==> src/rtl/uart_sched_pkg.sv <==
// Shared definitions for the UART transmit scheduler and its round-robin picker.
package uart_sched_pkg;

  typedef enum logic [2:0] {
    S_IDLE      = 3'd0,
    S_LOAD      = 3'd1,
    S_WAIT_DONE = 3'd2,
    S_GAP       = 3'd3,
    S_CHAIN     = 3'd4
  } state_t;

  localparam int GAP_W = 8;

endpackage

==> src/rtl/uart_rr_pick.sv <==
// Combinational round-robin picker: first set request at or above ptr_i, wrapping.
module uart_rr_pick #(
  parameter int NUM_REQ = 4,
  parameter int IDX_W   = 2
) (
  input  logic [NUM_REQ-1:0] req_i,
  input  logic [IDX_W-1:0]   ptr_i,
  output logic [IDX_W-1:0]   idx_o,
  output logic               vld_o
);

  // Scan farthest-first so the nearest request (from ptr_i) overwrites last.
  always_comb begin
    logic [IDX_W-1:0] j;
    j     = '0;
    idx_o = '0;
    vld_o = 1'b0;
    for (int k = NUM_REQ - 1; k >= 0; k--) begin
      j = IDX_W'((int'(ptr_i) + k) % NUM_REQ);
      if (req_i[j]) begin
        idx_o = j;
        vld_o = 1'b1;
      end
    end
  end

endmodule

==> src/rtl/uart_tx_sched.sv <==
// Round-robin scheduler sharing one UART byte transmitter among NUM_REQ sources,
// with inter-byte gap in baud ticks and per-requester packet lock.
module uart_tx_sched
  import uart_sched_pkg::*;
#(
  parameter int NUM_REQ   = 4,
  parameter int IDX_W     = 2,
  parameter int GAP_TICKS = 0
) (
  input  logic                   CLK,
  input  logic                   RESET,
  input  logic                   ENABLE,
  input  logic [NUM_REQ-1:0]     REQ,
  input  logic [NUM_REQ-1:0]     LOCK,
  input  logic [8*NUM_REQ-1:0]   DATA,
  output logic [NUM_REQ-1:0]     ACK,
  output logic [IDX_W-1:0]       GRANT_ID,
  output logic                   BUSY,
  output logic [7:0]             TX_DATA,
  output logic                   TX_WE,
  input  logic                   TX_READY,
  input  logic                   BAUD_EN
);

  state_t           state_q, state_d;
  logic [IDX_W-1:0] gid_q, gid_d;
  logic [IDX_W-1:0] rr_q, rr_d;
  logic [7:0]       txd_q, txd_d;
  logic [GAP_W-1:0] gap_q, gap_d;
  logic             blank_q, blank_d;
  logic [IDX_W-1:0] win_idx;
  logic             win_vld;

  uart_rr_pick #(
    .NUM_REQ (NUM_REQ),
    .IDX_W   (IDX_W)
  ) u_pick (
    .req_i (REQ),
    .ptr_i (rr_q),
    .idx_o (win_idx),
    .vld_o (win_vld)
  );

  always_ff @(posedge CLK or posedge RESET) begin
    if (RESET) begin
      state_q <= S_IDLE;
      gid_q   <= '0;
      rr_q    <= '0;
      txd_q   <= 8'h00;
      gap_q   <= '0;
      blank_q <= 1'b0;
    end else begin
      state_q <= state_d;
      gid_q   <= gid_d;
      rr_q    <= rr_d;
      txd_q   <= txd_d;
      gap_q   <= gap_d;
      blank_q <= blank_d;
    end
  end

  always_comb begin
    state_d = state_q;
    gid_d   = gid_q;
    rr_d    = rr_q;
    txd_d   = txd_q;
    gap_d   = gap_q;
    blank_d = 1'b0;
    TX_WE   = 1'b0;
    ACK     = '0;
    unique case (state_q)
      S_IDLE: begin
        if (ENABLE && win_vld) begin
          state_d = S_LOAD;
          gid_d   = win_idx;
          txd_d   = DATA[8*int'(win_idx) +: 8];
          rr_d    = (int'(win_idx) == NUM_REQ - 1) ? '0 : win_idx + IDX_W'(1);
        end
      end
      S_LOAD: begin
        if (TX_READY) begin
          TX_WE       = 1'b1;
          ACK[gid_q]  = 1'b1;
          state_d     = S_WAIT_DONE;
          blank_d     = 1'b1;
        end
      end
      S_WAIT_DONE: begin
        // First cycle after the strobe: the transmitter may not have dropped READY yet.
        if (!blank_q && TX_READY) begin
          if (GAP_TICKS > 0) begin
            state_d = S_GAP;
            gap_d   = GAP_W'(GAP_TICKS);
          end else begin
            state_d = S_CHAIN;
          end
        end
      end
      S_GAP: begin
        if (BAUD_EN) begin
          gap_d = gap_q - GAP_W'(1);
          if (gap_q == GAP_W'(1)) state_d = S_CHAIN;
        end
      end
      S_CHAIN: begin
        // Locked packet keeps the grant and the rr pointer; ENABLE is not consulted.
        if (LOCK[gid_q] && REQ[gid_q]) begin
          txd_d   = DATA[8*int'(gid_q) +: 8];
          state_d = S_LOAD;
        end else begin
          state_d = S_IDLE;
        end
      end
      default: state_d = S_IDLE;
    endcase
  end

  assign GRANT_ID = gid_q;
  assign TX_DATA  = txd_q;
  assign BUSY     = (state_q != S_IDLE);

endmodule

==> config.mk <==
export PLATFORM = sky130hd
export DESIGN_NAME = uart_tx_sched
export DESIGN_NICKNAME = d
export VERILOG_FILES = /design/src/rtl/uart_sched_pkg.sv /design/src/rtl/uart_rr_pick.sv /design/src/rtl/uart_tx_sched.sv
export SDC_FILE = /design/constraint.sdc
export NUM_CORES = 1
export LEC_CHECK = 0
export BUFFER_PORTS_ARGS = -buffer_cell sky130_fd_sc_hd__buf_2
export CAP_MARGIN = 20
export CORE_UTILIZATION = 40
export DETAILED_ROUTE_END_ITERATION = 6
export GPL_TIMING_DRIVEN = 0
export PLACE_DENSITY = 0.68
export SYNTH_ARGS = -nofsm -noshare
export SYNTH_HDL_FRONTEND = slang
export SYNTH_SLANG_ARGS = --single-unit
==> constraint.sdc <==
create_clock -name CLK -period 5.1 [get_ports CLK]
set_clock_uncertainty 0.2 [all_clocks]
set_input_delay 0.765 -clock CLK [delete_from_list [all_inputs] [get_ports CLK]]
set_output_delay 0.765 -clock CLK [all_outputs]
set_load 0.01 [all_outputs]
==> summary.txt, run 1 <==
Place
  – Hpwl dp: 2670 um
  – Pre-CTS setup slack: 2.27 ns
  – Placer Congestion: 0.805
  – IO Port Bufs: 60

Global route
  – First-pass GRT wire length: 6310 um
  – Tot GR Track Use: 0.193
  – Largest net degree at the start of global routing: 25
  – Number of global-route vias before repair: 1427
  – GRT overflow: 0
  – Initial antenna violation count: 0

Setup path
  – WS Path Type: input pin to flip-flop
  – Critical Path Sink Type: flip-flop
  – Worst EP required: between 5 and 6 ns
  – Worst setup SP type: input pin
  – WP data arrival: 2.49 ns
  – CP max FO: 10

Cells and area
  – Layout cells sized above 1: 0.348
  – Most common cell after layout, fill and taps aside: buf_2
  – ANT cells: 0
  – Commonest non-fill, non-tap cells in the layout: 63 x buf_2, 24 x dfrtp_1, 21 x nand2_1
  – Area of the multi-input gates: 812 um^2
  – Final net count: 270
  – Area delta synth->final: 26.5%
  – Register Area: 601 um^2
  – Filler cell count: around 370
  – Utilization after layout: 0.524

CTS
  – Cts bufs inserted: 3
  – Clock latency on the worst-skew pair: 0.26 ns
  – Clk sinks: 24
  – Setup bufs post-CTS: 0
  – CTS resizes: 0
  – CTS tree: done
  – CTS Hold Bufs: 0
  – H-tree levels: 1
  – CTS root buf: clkbuf_8
  – Clk slew on worst S/H paths: 0.08 ns
  – Maximum clock path buffer count: 2

Logic synthesis
  – Syn Inst Count: ~160
  – Ys flop type: dfrtp_1
  – Seq/Total Area, Yosys: 0.396
  – Post-synth EDFFs: 0
  – Ys async rst share: 1.00
  – Avg Cell Area, Syn: a little under 10 um^2
  – Synth Net Count: slightly above 200
  – Synth warn: 0
  – Mapped Area: approximately 0.0015 mm^2
  – Netlist cell types: 44
  – Yosys reg bits: 24

Floorplanning
  – # rows: 22
  – Core area: 0.00366 mm^2
  – Die area: 0.00404 mm^2
  – Initial core utilization: 0.415
  – X dimension of the die: 63.6 um
  – Die Y: 63.6 um
  – IO Count: a little over 60

Worst hold path
  – Hold Crit Class: flip-flop to flip-flop

Drt
  – WL per Instance: 13.4 um
  – DRT antenna net count: 0
  – Routed WL: around 3600 um
  – Vias: 1421
  – Avg Vias per Cell: 5.28
  – Drt pass-1 iters: 4
  – Initial DRC count: 79
  – DRC: 0

STA
  – Crit path time final: 2.55 ns
  – Final hold viol count: 0
  – Setup TNS: 0 ns
  – Worst-margin pin slew: 0.917 ns
  – RSZ-0062 raised after global routing: false
  – Period utilization: 0.500
  – Slew Viols, Final: 0
  – Final Setup Violations: 0
  – Final worst slack: 2.55 ns
  – Fmax: just under 400 MHz
  – Max-slew headroom: 0.388

Pwr
  – Net Sw Frac: 0.413
  – Sequential power share: 0.363
  – Clk pwr share: 0.115
  – Sw power: 399 uW
  – LEAKAGE: 0.982 nW
  – Peak VDD IR: 0.000203 V
  – Power Density: 503 mW/mm^2
  – Comb power frac: 0.522
  – P_int: 566 uW

Outcome
  – Status: complete, no violations

Job
  – Max-Cap Viols: 0
-- Yosys cell counts, drive strengths merged (3+ instances only) --
cell type	count	area [um^2]
nor2b	5	31.3
xnor2	5	43.8
a221oi	8	76.3
nand3	3	15.0
nor4	3	18.8
dfrtp	24	601
mux2i	9	90.1
inv	13	48.8
buf	7	52.5
nor2	7	26.3
nand2	21	78.8
a31oi	8	50.1
a2111oi	7	67.6
xor2	3	26.3
-- layout make-up --
class / count / area share
clock buffer: 3 / 0.0215
buffer: 8 / 0.0293
timing repair buffer: 60 / 0.156
inverter: 13 / 0.0254
multi-input combinational: 113 / 0.423
tap: 48 / 0.0313
sequential: 24 / 0.313
-- per-stage QoR --
step	total power [mW]	cells	hold slack, ns	area (um^2)
after floorplan	0.710	158	0.233	1520
after global placement	0.847	266	0.249	1880
after detailed placement	0.858	266	0.255	1880
after CTS	0.973	269	0.269	1920
after global routing	1.05	269	0.276	1920
final	0.965	269	0.266	1920
-- critical path, cell delays in order --
cell,delay [ns]
buf_2,0.13
nor2b_1,0.13
a221o_1,0.30
buf_2,0.18
a31o_2,0.29
buf_2,0.24
a2111oi_2,0.38
a221oi_1,0.08
-- state kept, by name, indices dropped and copies added (netlist names) --
register,count
blank_q,1
gap_q,8
rr_q,2
GRANT_ID,2
state_q,3
TX_DATA,8
-- per-layer routing --
metal / track usage / wire length [um] / up-vias
met2: 0.339 / 1670 / 52
met5: 0 / 0 / -
met4: 0.0398 / 10 / 0
met3: 0.0435 / 271 / 2
li1: - / - / 704
met1: 0.240 / 1660 / 663
-- final timing paths --
path                             from          to  slack, ns  depth (start not counted)
max                            REQ[2]  TX_DATA[3]       2.55                          8
min                          gap_q[7]    gap_q[7]       0.27                          1
max reg2reg                state_q[0]  TX_DATA[5]       2.73                          7
min reg2reg                  gap_q[7]    gap_q[7]       0.27                          1
max in group asynchronous       RESET     rr_q[1]       3.65                          2
min in group asynchronous       RESET  TX_DATA[1]       0.49                          2
-- power by group through the flow --
stage | Sequential (mW) | Clock (mW) | Combinational (mW)
after floorplan | 0.358 | 0 | 0.351
after global placement | 0.350 | 0 | 0.497
after detailed placement | 0.354 | 0 | 0.505
after CTS | 0.350 | 0.115 | 0.508
after global routing | 0.364 | 0.122 | 0.566
final | 0.350 | 0.111 | 0.504
-- kinds of logic (layout without fill, tap and decap cells) --
family	after synthesis	count (layout)	synth area share
fa+ha+maj	2	2	0.0165
compound gates	39	39	0.212
mux	10	10	0.0742
buf+inv	21	84	0.0692
flops	24	24	0.396
xor+xnor	8	8	0.0462
simple gates	54	54	0.186
Power figures use the tool's default switching activity.
==> run 2: changes to the inputs <==
==> constraint.sdc (replaced) <==
create_clock -name CLK -period 2.48 [get_ports CLK]
set_clock_uncertainty 0.2 [all_clocks]
set_input_delay 0.372 -clock CLK [delete_from_list [all_inputs] [get_ports CLK]]
set_output_delay 0.372 -clock CLK [all_outputs]
set_load 0.01 [all_outputs]
==> run 2 against run 1 <==
Net effect: register-to-register slack worse by 2.6 ns; wire length is 1.2% higher; first-iteration DRC count stayed put; design area is 0.39% higher; hold slack worse by 0.17 ns; die area stayed put; sequential share of layout area is 0.12 points lower; final cell count stayed put; clock power is 110% higher; largest cell class unchanged; largest power group unchanged.
==> summary.txt, run 2 (synthesized netlist as in run 1, its figures left out) <==
Setup path
  – WS Path Type: flip-flop to flip-flop (was input pin to flip-flop)
  – WP data arrival: 2.30 ns (was 2.49 ns)
  – R2R setup slack: 0.10 ns (was 2.73 ns)
  – Worst setup SP type: flip-flop (was input pin)
  – Worst r2r dst: TX_DATA[0] (was TX_DATA[5])
  – Critical Path Sink Type: flip-flop (unchanged)
  – RR Startpoint: state_q[0] (unchanged)
  – R2R cell count: 7 (unchanged)
  – Worst EP required: 2.40 ns (was 5.04 ns)
  – CP max FO: 9 (was 10)

Floorplanning
  – Core area: 0.00366 mm^2 (unchanged)
  – IO Count: 61 (unchanged)
  – Die area: 0.00404 mm^2 (unchanged)
  – X dimension of the die: 63.6 um (unchanged)
  – Initial core utilization: 0.415 (unchanged)
  – Die Y: 63.6 um (unchanged)
  – # rows: 22 (unchanged)

Global route
  – Initial antenna violation count: 0 (unchanged)
  – First-pass GRT wire length: 6310 um (unchanged)
  – Largest net degree at the start of global routing: 25 (unchanged)
  – Number of global-route vias before repair: 1427 (unchanged)
  – GRT overflow: 0 (unchanged)
  – Tot GR Track Use: 0.193 (unchanged)

STA
  – Slew Viols, Final: 0 (unchanged)
  – Setup TNS: 0 ns (unchanged)
  – Worst-margin pin slew: 0.917 ns (about the same)
  – Final hold viol count: 0 (unchanged)
  – Fmax: 420 MHz
  – Max-slew headroom: 0.388 (about the same)
  – Final Setup Violations: 0 (unchanged)
  – Period utilization: 0.959
  – Crit path time final: 2.38 ns

Pwr
  – Power Density: 1040 mW/mm^2 (was 503 mW/mm^2)
  – Total power draw: 2.00 mW (was 965 uW)
  – LEAKAGE: 0.983 nW (was 0.982 nW)
  – Peak VDD IR: 0.000421 V (was 0.000203 V)

Place
  – Placer Congestion: 0.805 (unchanged)
  – Placed insts: 266 (unchanged)
  – Hpwl dp: 2670 um (unchanged)
  – IO Port Bufs: 60 (unchanged)

CTS
  – Clk slew on worst S/H paths: 0.08 ns (about the same)
  – Clock latency on the worst-skew pair: 0.26 ns (about the same)
  – Setup bufs post-CTS: 0 (unchanged)
  – CTS root buf: clkbuf_8 (unchanged)
  – Cts bufs inserted: 3 (unchanged)
  – Maximum clock path buffer count: 2 (unchanged)
  – CTS tree: done (unchanged)
  – Clk sinks: 24 (unchanged)
  – H-tree levels: 1 (unchanged)

Cells and area
  – Layout cells sized above 1: 0.353 (was 0.348)
  – Finished Layout Cells: 269 (unchanged)
  – Commonest non-fill, non-tap cells in the layout: 63 x buf_2, 24 x dfrtp_1, 21 x nand2_1 (unchanged)
  – Area delta synth->final: 27.0% (was 26.5%)
  – Most common cell after layout, fill and taps aside: buf_2 (unchanged)
  – ANT cells: 0 (unchanged)
  – Final net count: 270 (unchanged)

Worst hold path
  – Hold Crit Class: input pin to asynchronous set/reset pin (was flip-flop to flip-flop)

Drt
  – DRT antenna net count: 0 (unchanged)
  – Initial DRC count: 79 (unchanged)
  – DRC: 0 (unchanged)
  – WL per Instance: 13.6 um (was 13.4 um)
  – Vias: 1428 (was 1421)
  – Drt pass-1 iters: 4 (unchanged)
  – Avg Vias per Cell: 5.31 (was 5.28)
  – Routed WL: 3660 um (was 3610 um)

Outcome
  – Status: complete, no violations (unchanged)

Job
  – Max-Cap Viols: 0 (unchanged)
## run 2: cell counts in the layout (fill, tap and decap cells not counted)
No cell type changed its count.
## run 2: metrics by stage
step	hold WS, ns	util	setup slack (ns)	instance area (um^2)
after floorplan	0.187	-	0.249	1520
after global placement	0.249	0.513	0.0435	1880
after detailed placement	0.255	0.513	0.0419	1880
after CTS	0.142	0.524	0.0782	1920
after global routing	0.192	0.526	-0.0129	1930
final	0.0976	0.526	0.102	1930
## run 2: per-layer routing
metal  wire (um)  up-vias  track usage
li1            -      703            -
met1        1680      675        0.240
met2        1700       48        0.339
met5           0        -            0
met4          10        0       0.0398
met3         265        2       0.0435
## run 2: how the worst max path moves through the flow
| stage | from | endpoint | slack [ns] | depth (start not counted) |
|---|---|---|---|---|
| 5_1_grt | state_q[0] | TX_DATA[7] | -0.01 | 7 |
| 4_1_cts | state_q[0] | TX_DATA[5] | 0.08 | 7 |
| 3_3_place_gp | REQ[2] | TX_DATA[3] | 0.04 | 8 |
| 2_1_floorplan | state_q[0] | TX_DATA[3] | 0.25 | 8 |
| 3_5_place_dp | REQ[2] | TX_DATA[3] | 0.04 | 8 |
| 6_report | state_q[0] | TX_DATA[0] | 0.10 | 7 |
## run 2: critical path, stage by stage (launching register included)
cell       delay [ns]
dfrtp_1          0.38
buf_6            0.13
or3_4            0.38
or3b_1           0.37
buf_6            0.15
o21a_4           0.14
a2111oi_0        0.39
a221oi_1         0.10
## run 2: final cells by class
type | count | area, um^2
Buffer | 8 | 56.3
Tap cell | 48 | 60.1
Inverter | 13 | 48.8
Timing Repair Buffer | 60 | 300
Multi-Input combinational cell | 113 | 820
Clock buffer | 3 | 41.3
Sequential cell | 24 | 601
Fill cell | 365 | 1730
## run 2: what timing repair did
| action | CTS | global route |
|---|---|---|
| gates resized for setup | 0 | 3 |
| setup endpoints to repair | 0 | 2 |
| hold buffers | 0 | 0 |
## run 2: power by group
part | total (mW) | internal (mW) | switching [mW] | leakage, nW
clock | 0.228 | 0.109 | 0.119 | 0.0216
sequential | 0.720 | 0.568 | 0.151 | 0.291
combinational | 1.05 | 0.491 | 0.563 | 0.670
total | 2.00 | 1.17 | 0.834 | 0.983
==> run 3: changes to the inputs <==
--- a/config.mk
+++ b/config.mk
@@ -10,7 +10,8 @@
 export CORE_UTILIZATION = 40
 export DETAILED_ROUTE_END_ITERATION = 6
 export GPL_TIMING_DRIVEN = 0
-export PLACE_DENSITY = 0.68
+export PLACE_DENSITY = 0.71
+export RECOVER_POWER = 25
 export SYNTH_ARGS = -nofsm -noshare
 export SYNTH_HDL_FRONTEND = slang
 export SYNTH_SLANG_ARGS = --single-unit
==> constraint.sdc (replaced) <==
create_clock -name CLK -period 2 [get_ports CLK]
set_clock_uncertainty 0.2 [all_clocks]
set_input_delay 0.3 -clock CLK [delete_from_list [all_inputs] [get_ports CLK]]
set_output_delay 0.3 -clock CLK [all_outputs]
set_load 0.01 [all_outputs]
==> run 3 against run 2 <==
Net effect: the run now ends with setup timing left; first-iteration DRC count grew 34%; critical path depth is the same; fmax grew 6.3%; final cell count grew 5.6%; clock power grew 91%; power grew 60%; critical endpoint is now TX_DATA[6]; highest routed layer unchanged.
==> summary.txt, run 3 (synthesized netlist as in run 1, its figures left out) <==
Cells and area
  – Commonest non-fill, non-tap cells in the layout: 60 x buf_2, 22 x dfrtp_1, 19 x nand2_1 (was 63 x buf_2, 24 x dfrtp_1, 21 x nand2_1)
  – Area delta synth->final: 48.6% (was 27.0%)
  – Layout cells sized above 1: 0.500 (was 0.353)
  – Final Cell Area: 0.00226 mm^2 (was 0.00193 mm^2)
  – Utilization after layout: 0.616 (was 0.526)
  – Final net count: 284 (was 270)
  – Most common cell after layout, fill and taps aside: buf_2 (unchanged)
  – Finished Layout Cells: 284 (was 269)
  – ANT cells: 0 (unchanged)

Pwr
  – Peak VDD IR: 0.000617 V (was 0.000421 V)
  – LEAKAGE: 1.10 nW (was 0.983 nW)
  – Total power draw: 3.19 mW (was 2.00 mW)
  – Power Density: 1420 mW/mm^2 (was 1040 mW/mm^2)

Place
  – Placer Congestion: 0.795 (was 0.805)
  – Pre-CTS setup slack: -0.398 ns (was 0.0419 ns)
  – Placed insts: 266 (unchanged)
  – Placed Area: 0.00189 mm^2 (was 0.00188 mm^2)
  – Hpwl dp: 2780 um (was 2670 um)
  – IO Port Bufs: 60 (unchanged)

Floorplanning
  – Die area: 0.00404 mm^2 (unchanged)
  – Initial core utilization: 0.415 (unchanged)
  – X dimension of the die: 63.6 um (unchanged)
  – # rows: 22 (unchanged)
  – IO Count: 61 (unchanged)
  – Die Y: 63.6 um (unchanged)
  – Core area: 0.00366 mm^2 (unchanged)

Global route
  – First-pass GRT wire length: 6090 um (was 6310 um)
  – Initial antenna violation count: 0 (unchanged)
  – Grt met2 use: 0.318 (was 0.339)
  – Most Used Layer, Global Route: met2 (unchanged)
  – Met3 Use GR: 0.0308 (was 0.0435)
  – Tot GR Track Use: 0.191 (was 0.193)
  – GRT overflow: 0 (unchanged)
  – Number of global-route vias before repair: 1334 (was 1427)
  – GR Layer Usage met1: 0.255 (was 0.240)
  – Largest net degree at the start of global routing: 25 (unchanged)

STA
  – Final hold viol count: 0 (unchanged)
  – Crit path time final: 2.24 ns (was 2.38 ns)
  – Max-slew headroom: 0.381 (was 0.388)
  – RSZ-0062 raised after global routing: true
  – Final worst slack: -0.238 ns (was 0.102 ns)
  – Setup TNS: -1.57 ns (was 0 ns)
  – Fmax: 447 MHz (was 420 MHz)
  – Final Setup Violations: 9 (was 0)
  – Period utilization: 1.12 (was 0.959)
  – Slew Viols, Final: 0 (unchanged)
  – Worst-margin pin slew: 0.927 ns (was 0.917 ns)
  – Hold Slack: 0.00865 ns (was 0.0976 ns)

Setup path
  – Worst setup SP type: flip-flop (unchanged)
  – WS Path Type: flip-flop to flip-flop (unchanged)
  – CP max FO: 6 (was 9)
  – Critical Path Sink Type: flip-flop (unchanged)
  – WP data arrival: 2.18 ns (was 2.30 ns)
  – Worst EP required: 1.94 ns (was 2.40 ns)

Drt
  – Vias: 1558 (was 1428)
  – DRC: 0 (unchanged)
  – Routed WL: 4160 um (was 3660 um)
  – DRT antenna net count: 0 (unchanged)
  – Avg Vias per Cell: 5.49 (was 5.31)
  – Initial DRC count: 106 (was 79)
  – Drt pass-1 iters: 4 (unchanged)
  – WL per Instance: 14.6 um (was 13.6 um)

CTS
  – Cts bufs inserted: 3 (unchanged)
  – CTS root buf: clkbuf_8 (unchanged)
  – Maximum clock path buffer count: 2 (unchanged)
  – CTS Hold Bufs: 0 (unchanged)
  – Clk slew on worst S/H paths: 0.09 ns (was 0.08 ns)
  – Clk sinks: 24 (unchanged)
  – Clock latency on the worst-skew pair: 0.28 ns (was 0.26 ns)
  – H-tree levels: 1 (unchanged)
  – CTS tree: done (unchanged)

Job
  – Max-Cap Viols: 0 (unchanged)

Outcome
  – Status: finished with violations (was complete, no violations)
  – Failing checks: setup timing

Worst hold path
  – Hold Crit Class: input pin to asynchronous set/reset pin (unchanged)
run 3: cell types whose count changed in the layout (fill, tap and decap cells not counted), sizes merged:
cell,before,now
buf,67,78
bufinv,0,1
clkbuf,4,5
o21a,2,4
run 3: where the power goes:
group	internal [mW]	leakage [nW]	switching (mW)	total [mW]
registers	0.707	0.288	0.179	0.887
logic	0.930	0.777	0.941	1.87
clock network	0.268	0.0357	0.167	0.435
run 3: layout make-up:
type                       instances  area (um^2)
fill                             287         1410
sequential                        24          603
timing repair buffer              72          408
tap                               48         60.1
buffer                             8         78.8
multi-input combinational        115          981
clock buffer                       3         41.3
inverter                          13         53.8
clock inverter                     1         30.0
run 3: per-layer routing:
| metal | up-vias | share of wire |
|---|---|---|
| met5 | - | 0 |
| met4 | 0 | 0.012 |
| li1 | 741 | - |
| met3 | 5 | 0.067 |
| met2 | 63 | 0.48 |
| met1 | 749 | 0.44 |
run 3: critical path, cell delays in order, from the launching register on:
cell	delay, ns
dfrtp_1	0.38
buf_6	0.13
or3_4	0.33
or3b_1	0.37
buf_6	0.14
o21a_4	0.14
a2111oi_1	0.35
a221oi_2	0.07
run 3: final timing paths:
check,start,endpoint,slack (ns),depth (start not counted)
max reg2reg,state_q[0],TX_DATA[6],-0.24,7
max in group asynchronous,RESET,state_q[2],0.95,2
min in group CLK,TX_READY,state_q[1],0.12,3
min,RESET,TX_DATA[7],0.009,2
min reg2reg,gap_q[7],gap_q[7],0.26,1
max,state_q[0],TX_DATA[6],-0.24,7
run 3: timing repair:
action | in CTS | in global routing
buffers inserted | 4 | 7
endpoints found under the setup margin | 9 | 18
pin swaps | 1 | 7
gates cloned | 0 | 3
gates resized for setup | 12 | 38
